### config.mk
export PLATFORM = sky130hd
export DESIGN_NAME = regfile_write_arbiter
export DESIGN_NICKNAME = d
export VERILOG_FILES = /design/src/rtl/regfile_write_arbiter.sv
export SDC_FILE = /design/constraint.sdc
export NUM_CORES = 1
export LEC_CHECK = 0
export BUFFER_PORTS_ARGS = -buffer_cell sky130_fd_sc_hd__buf_4
export CORE_AREA = 2 2 68 70
export CTS_BUF_LIST = sky130_fd_sc_hd__clkbuf_4 sky130_fd_sc_hd__clkbuf_8 sky130_fd_sc_hd__clkbuf_16
export CTS_CLUSTER_DIAMETER = 50
export DETAILED_ROUTE_END_ITERATION = 7
export DIE_AREA = 0 0 70 72
export GPL_TIMING_DRIVEN = 0
export MAX_ROUTING_LAYER = met4
export PLACE_DENSITY = 0.87
export SLEW_MARGIN = 40
export SYNTH_ARGS = -nofsm -noshare
export SYNTH_HDL_FRONTEND = slang
export SYNTH_SLANG_ARGS = --single-unit
export TNS_END_PERCENT = 5
### constraint.sdc
create_clock -name clk -period 3.5 [get_ports clk]
set_input_delay 1.05 -clock clk [delete_from_list [all_inputs] [get_ports clk]]
set_output_delay 1.05 -clock clk [all_outputs]
set_load 0.005 [all_outputs]
### src/rtl/regfile_write_arbiter.sv
// Round-robin arbiter sharing one register-file write port between NREQ four-phase requesters.
// Optional per-phase handshake timeout is enabled by defining RF_ARB_TIMEOUT_EN.
module regfile_write_arbiter #(
    parameter int unsigned NREQ    = 2,
    parameter int unsigned AW      = 4,
    parameter int unsigned DW      = 16,
    parameter int unsigned TIMEOUT = 64
) (
    input  logic                    clk,
    input  logic                    rst,
    input  logic [NREQ-1:0]         req,
    output logic [NREQ-1:0]         ack,
    input  logic [NREQ*AW-1:0]      wr_addr,
    input  logic [NREQ*DW-1:0]      wr_data,
    output logic                    rf_req,
    input  logic                    rf_ack,
    output logic                    rf_we,
    output logic [AW-1:0]           rf_addr,
    output logic [DW-1:0]           rf_data,
    output logic                    busy,
    output logic [$clog2(NREQ)-1:0] grant_id,
    output logic [15:0]             write_count,
    output logic                    err
);
    localparam int unsigned IW = $clog2(NREQ);

    if (NREQ < 2 || NREQ > 8 || TIMEOUT < 1) begin : g_param_check
        $error("regfile_write_arbiter: NREQ must be 2..8 and TIMEOUT at least 1");
    end

    typedef enum logic [1:0] {
        IDLE = 2'd0,
        REQ  = 2'd1,
        REL  = 2'd2,
        DONE = 2'd3
    } state_t;

    state_t          state;
    logic [IW-1:0]   rr_ptr;
    logic            pick_valid_c;
    logic [IW-1:0]   pick_idx_c;
    logic [IW-1:0]   rr_next_c;
    logic [NREQ-1:0] grant_onehot_c;

    // First asserted request scanning upward from the round-robin start index
    always_comb begin
        int unsigned idx;
        pick_valid_c = 1'b0;
        pick_idx_c   = '0;
        idx          = 0;
        for (int unsigned k = 0; k < NREQ; k++) begin
            idx = (32'(rr_ptr) + k) % NREQ;
            if (!pick_valid_c && req[IW'(idx)]) begin
                pick_valid_c = 1'b1;
                pick_idx_c   = IW'(idx);
            end
        end
    end

    assign rr_next_c      = (32'(grant_id) == NREQ - 1) ? '0 : grant_id + IW'(1);
    assign grant_onehot_c = NREQ'(1) << grant_id;

`ifdef RF_ARB_TIMEOUT_EN
    localparam int unsigned CW = $clog2(TIMEOUT + 1);

    logic [CW-1:0] phase_cnt;
    logic          rf_ack_low_seen;
    logic          phase_expired_c;

    assign phase_expired_c = (32'(phase_cnt) >= TIMEOUT - 1);
`else
    assign err = 1'b0;
`endif

    always_ff @(posedge clk) begin
        if (rst) begin
            state       <= IDLE;
            rr_ptr      <= '0;
            ack         <= '0;
            rf_req      <= 1'b0;
            rf_we       <= 1'b0;
            rf_addr     <= '0;
            rf_data     <= '0;
            busy        <= 1'b0;
            grant_id    <= '0;
            write_count <= '0;
`ifdef RF_ARB_TIMEOUT_EN
            err             <= 1'b0;
            phase_cnt       <= '0;
            rf_ack_low_seen <= 1'b0;
`endif
        end else begin
            case (state)
                IDLE: begin
                    if (pick_valid_c) begin
                        rf_addr  <= wr_addr[32'(pick_idx_c) * AW +: AW];
                        rf_data  <= wr_data[32'(pick_idx_c) * DW +: DW];
                        grant_id <= pick_idx_c;
                        rf_req   <= 1'b1;
                        rf_we    <= 1'b1;
                        busy     <= 1'b1;
                        state    <= REQ;
`ifdef RF_ARB_TIMEOUT_EN
                        phase_cnt       <= '0;
                        rf_ack_low_seen <= !rf_ack;
`endif
                    end
                end
                REQ: begin
`ifdef RF_ARB_TIMEOUT_EN
                    // A stale rf_ack left high by a timed-out write must drop before it counts
                    if (rf_ack && rf_ack_low_seen) begin
                        rf_req    <= 1'b0;
                        rf_we     <= 1'b0;
                        phase_cnt <= '0;
                        state     <= REL;
                    end else if (phase_expired_c) begin
                        err    <= 1'b1;
                        rf_req <= 1'b0;
                        rf_we  <= 1'b0;
                        ack    <= grant_onehot_c;
                        state  <= DONE;
                    end else begin
                        phase_cnt <= phase_cnt + CW'(1);
                        if (!rf_ack) begin
                            rf_ack_low_seen <= 1'b1;
                        end
                    end
`else
                    if (rf_ack) begin
                        rf_req <= 1'b0;
                        rf_we  <= 1'b0;
                        state  <= REL;
                    end
`endif
                end
                REL: begin
                    if (!rf_ack) begin
                        ack         <= grant_onehot_c;
                        write_count <= write_count + 16'd1;
                        state       <= DONE;
                    end
`ifdef RF_ARB_TIMEOUT_EN
                    else if (phase_expired_c) begin
                        err   <= 1'b1;
                        ack   <= grant_onehot_c;
                        state <= DONE;
                    end else begin
                        phase_cnt <= phase_cnt + CW'(1);
                    end
`endif
                end
                DONE: begin
                    if (!req[grant_id]) begin
                        ack    <= '0;
                        rr_ptr <= rr_next_c;
                        busy   <= 1'b0;
                        state  <= IDLE;
                    end
                end
                default: state <= IDLE;
            endcase
        end
    end

endmodule
Word level (Yosys, flattened, before mapping)
Cells that the tools add are included.

Add/sub/neg operators: 3. Order comparisons: 3. Equal/unequal tests: 7. Shift-type cells: 3. Mux-type cells: 23. Bitwise gates (word level): 2. Reduce and logical (&&, ||, !) cells: 13.

Operators with widths (count): $shiftx A32 B6 Y16 (1); $add A16 B1 Y16 const B (1); $mux W1 (14); $mux W2 (5); $reduce_and A3 Y1 (3); $ne A2 B2 Y1 const B (4); $pmux W2 S4 (1); $shiftx A8 B4 Y4 (1); $lt A1 B2 Y1 const B (3); $reduce_and A2 Y1 (3); $reduce_bool A2 Y1 (3); $eq A2 B2 Y1 const B (2); $pmux W1 S2 (2); $pmux W2 S2 (1); $reduce_and A4 Y1 (1); $add A1 B1 Y1 const B (2); $eq A2 B1 Y1 const B (1); $logic_not A2 Y1 (1); $not A1 Y1 (2); $shl A1 B1 Y2 const A (1); $logic_and A1 B1 Y1 (1); $logic_not A1 Y1 (1).

Flip-flop bits (word level): 44. Input port bits: 45. Output and inout port bits: 43.

Depth between registers and ports, before layout
Word-level depth: 8. Gate-level depth with buffers: 7.

Least setup slack after synthesis
No wires, ideal clock.

Path type: in2reg. Start: in req[1]. End: reg state[0]. Library setup time: 0.079 ns. Arrival: 1.895 ns. Required time: 3.421 ns. Slack: 1.525 ns. Stages: 4. Cell sequence: or3b_1 a21boi_4 and3_1 a211oi_2.

Word-level cells in the longest chain between the ends: 8.

Ends and longest elaborated chain: start: declaration (line 11) `input logic [NREQ-1:0] req,`; $mux W1 (implied by the code) (2 in a row) (line 53) `if (!pick_valid_c && req[IW'(idx)]) begin`; $mux W1 (line 53); $logic_not A1 Y1 (line 53); $logic_and A1 B1 Y1 (line 53); $mux W1 (line 53); $ne A2 B2 Y1 (no source line); $reduce_and A4 Y1 (no source line) (*); end signal: assignment (line 77) `state <= IDLE;`; end signal: assignment (line 102) `state <= REQ;`; end signal: assignment (line 133) `state <= REL;`; end: declaration (line 38) `state_t state;`.

Every way passes the cells marked *; elsewhere a longest branch is shown, timed or not. The select of a mux whose other input is x is not followed. A chain may end at the register's enable or synchronous reset.

Final worst setup path
Start: reg grant_id. End: out grant_id.

RTL lines: start: declaration (line 21) `output logic [$clog2(NREQ)-1:0] grant_id,`; start signal: assignment (line 98) `grant_id <= pick_idx_c;`.

No word-level cell between the ends.

==> summary.md <==
Dividing total power by cell area gives a power density of 594.2 nW/um2. The antenna diode count came out at 0. The depth of the most critical reg-to-reg path was 6. The synthesis-stage register bit count came out at 44. The most area-hungry cell type in the Yosys netlist was dfxtp_1. The number of enable-type register cells in the synthesized netlist came out at 0. The floorplan has 24 rows. VDD sags by at most 0.0004188 V.

By area the synthesized netlist is led by dfxtp_1 (41%), mux2i_1 (11%), nor2_1 (7.5%). The layout-stage area growth over the synthesis result came out at 37.65%. For this block, the routed nets add up to 4774 um of wire. The number of cells produced by synthesis came out at 235. In this run the cell area of the synthesized design comes to 2147 um2.

The clock transition at the registers of the reported paths came out at 0.08 ns. The final worst-path setup slack was 1.521 ns. The run gives 0.008685 ns as the worst clock skew. The clock passes through at most 2 buffers. The hold violation total from the final report is 0, and the post-route DRC violation count is 0. The tools report the share of synthesized area occupied by flip-flops and latches as 41.03%. After global routing the overflow that remains totals 0.

The post-CTS repair timing setup buffer count was 0; the post-synthesis async set-or-reset flop share was 0%. In the layout the commonest cells are buf_4 (88), dfxtp_1 (44), nor2_1 (43). From left edge to right edge, the die measures 70 um. The number of clock buffers added by TritonCTS is 5. For the number of top-level design ports, the log shows 88. Capturing instance or port of the critical path: grant_id. The tool flagged a number of max-cap violations equal to 0. In the final routed layout, each cell accounts on average for 12.53 um. The detailed router placed 1984 vias in this run. Shortest clock period the worst path allows after layout: 1.979 ns. Global routing consumed, over all layers together, 20.20% of the routing resources. The tools report the number of antenna violations at the first check in global routing as 0.

The largest fanout on the critical path is 8. The worst register-to-register path ends at write_count[11]. The critical path goes through buf_4. The clock root buffer master is clkbuf_8. The count of cell types in the netlist was 43; the number of buffers and inverters on the critical path was 1. The initial core utilization was 50.35%; the count of buffers inserted at the top-level ports was 86. The fmax was 505.2 MHz; the cell count along the critical path was 1. The tools report the critical path startpoint category as a register. The number of nets in the final layout was 378; the final weighted congestion in routability-driven placement was 0.7847. The tools report the source of the critical timing path as grant_id.

Share of the clock period used by the worst path: 56.55%. The worst hold path begins at rf_we. The critical path in this run is classified as register to output pin. After synthesis, the mean cell area works out to 9.136 um2. Entering global routing, the biggest net connects 13 pins. Including well taps, the total number of placed cells is 373.

For this run, the number of Yosys warnings is 0. TritonCTS built the clock tree. The first global-routing pass estimated 8024 um of wire. Summing all non-filler instances in the final layout gives an area of 2955 um2. The y dimension of the die was 72 um; the cts-stage hold buffer count was 0. Path category of the worst min-delay check: register to register. The number of nets in the synthesized netlist is 285. The flow ran to the end, and the final reports show no timing, DRC or antenna violations. Setup repair after global routing left no endpoint under its margin.

The source-to-sink clock delay at the later pin of the worst-skew pair is 0.29 ns, and the count of non-filler cells in the finished layout is 381. The tools report the detailed placer's ending HPWL as 3698 um. In this run the biggest area consumer among cell types represents 41.03% of the synthesized area. The run gives 2858 um2 as the placed cell area.

For this run, the leading register cell type out of synthesis is dfxtp_1. The fraction of layout instances using a drive strength above 1 came out at 34.35%. The first-pass detailed-route iteration total is 5, and the critical path data arrival time is 0.93 ns. The core area was 4264 um2; the final-report setup violation count was 0. Largest incremental delay on the critical path: 0.47 ns. After clock tree synthesis, the repair step resized 0 gates. For the leakage component of the power, the log shows 1.372 nW. STA puts the critical path data required time at 2.45 ns. The startpoint identified for the worst register-to-register timing path is state[0].

Among cell families on the critical path, the largest total delay comes from flip-flops. The library cell used most frequently in the layout, excluding fill and tap cells, is buf_4. The number of max-slew violations in the final report is 0.

STA classifies the critical path endpoint as an output pin. For the via count of the first global-routing pass, the log shows 1823. For this design, the sink count on the clock tree is 44. The initial detailed-routing violation count was 83; the number of vias per cell after detailed routing was 5.207.

Summed over all failing endpoints, the final setup total negative slack is 0 ns. The tools report the minimum setup slack after placement as 1.250 ns. The floorplan step defined a die boundary enclosing 5040 um2. The slack of the worst reg-to-reg path is 1.76 ns.

In this run the remaining antenna-violating nets after routing total 0. On the critical path, the stage with the largest delay is an instance of dfxtp_1. The number of H-tree levels came out at 2.
## synthesized netlist by cell type (all sizes together) (5+ instances only)
library cell and number:
nor2b 5, inv 9, clkbuf 6, nand4 6, buf 9, nor2 44, nor3 5, ha 5
dfxtp 44, xnor2 8, nand2 5, a211oi 22, a21oi 9, mux2i 23
## report_power, final
part           internal (W)  leakage (nW)  switching, W
sequential         0.000616         0.361     0.0000756
combinational      0.000371         0.959      0.000352
clock              0.000177        0.0523      0.000165
total               0.00116          1.37      0.000593
## logic make-up (layout without fill, tap and decap cells)
family / after synthesis / after routing / synth area share [%]
other: 1 / 1 / 0.1747
muxes: 26 / 26 / 12.30
xor gates and xnor gates: 11 / 11 / 4.488
DFF: 44 / 44 / 41.03
buffers and inverters: 24 / 118 / 5.419
AOI/OAI and AO/OA: 44 / 44 / 15.62
adders and majority gates: 5 / 5 / 2.914
and+or+nand+nor: 80 / 80 / 18.07
## worst min-delay path by stage
stage,endpoint,cells past startpoint
after floorplan,rf_we,2
after global placement,rf_we,2
after detailed placement,rf_we,2
after CTS,rf_we,2
after global routing,rf_addr[3],2
final,rf_we,2
## area by class of cell
cell class | instances | area [um2]
sequential | 44 | 880.8
buffer | 15 | 82.58
inverter | 9 | 33.78
multi-input combinational | 167 | 1150
tap | 52 | 65.06
fill | 354 | 1309
clock buffer | 8 | 97.59
timing repair buffer | 86 | 645.6
## worst min-delay path, delay by kind of cell, from the launching register on
family | cells | cell delay, ns
compound gates | 1 | 0.05
flops | 1 | 0.34
simple gates | 1 | 0.06
## registers in the layout (all words and copies together) (netlist names)
| name | count |
|---|---|
| rf_data | 16 |
| state | 2 |
| rf_we | 1 |
| rf_addr | 4 |
| ack | 2 |
| write_count | 16 |
| grant_id | 1 |
| busy | 1 |
| rr_ptr | 1 |
## metrics by stage
stage / total power, W / hold WS (ns) / utilization, %
after CTS: 0.001770 / 0.4989 / 69.31
after floorplan: 0.001136 / 0.4736 / -
after global routing: 0.001887 / 0.5319 / 69.31
final: 0.001756 / 0.4975 / 69.31
after detailed placement: 0.001432 / 0.4880 / 67.02
after global placement: 0.001402 / 0.4836 / 67.02
## per-layer routing
layer | global-route usage [%] | share of wire (%) | vias up
met2 | 33.44 | 49 | 74
met3 | 7.222 | 8.7 | 4
met1 | 23.14 | 41 | 906
met5 | - | 0 | -
met4 | 6.197 | 0.71 | 0
li1 | - | - | 1000
No activity file was read; power rests on OpenSTA's default activity.
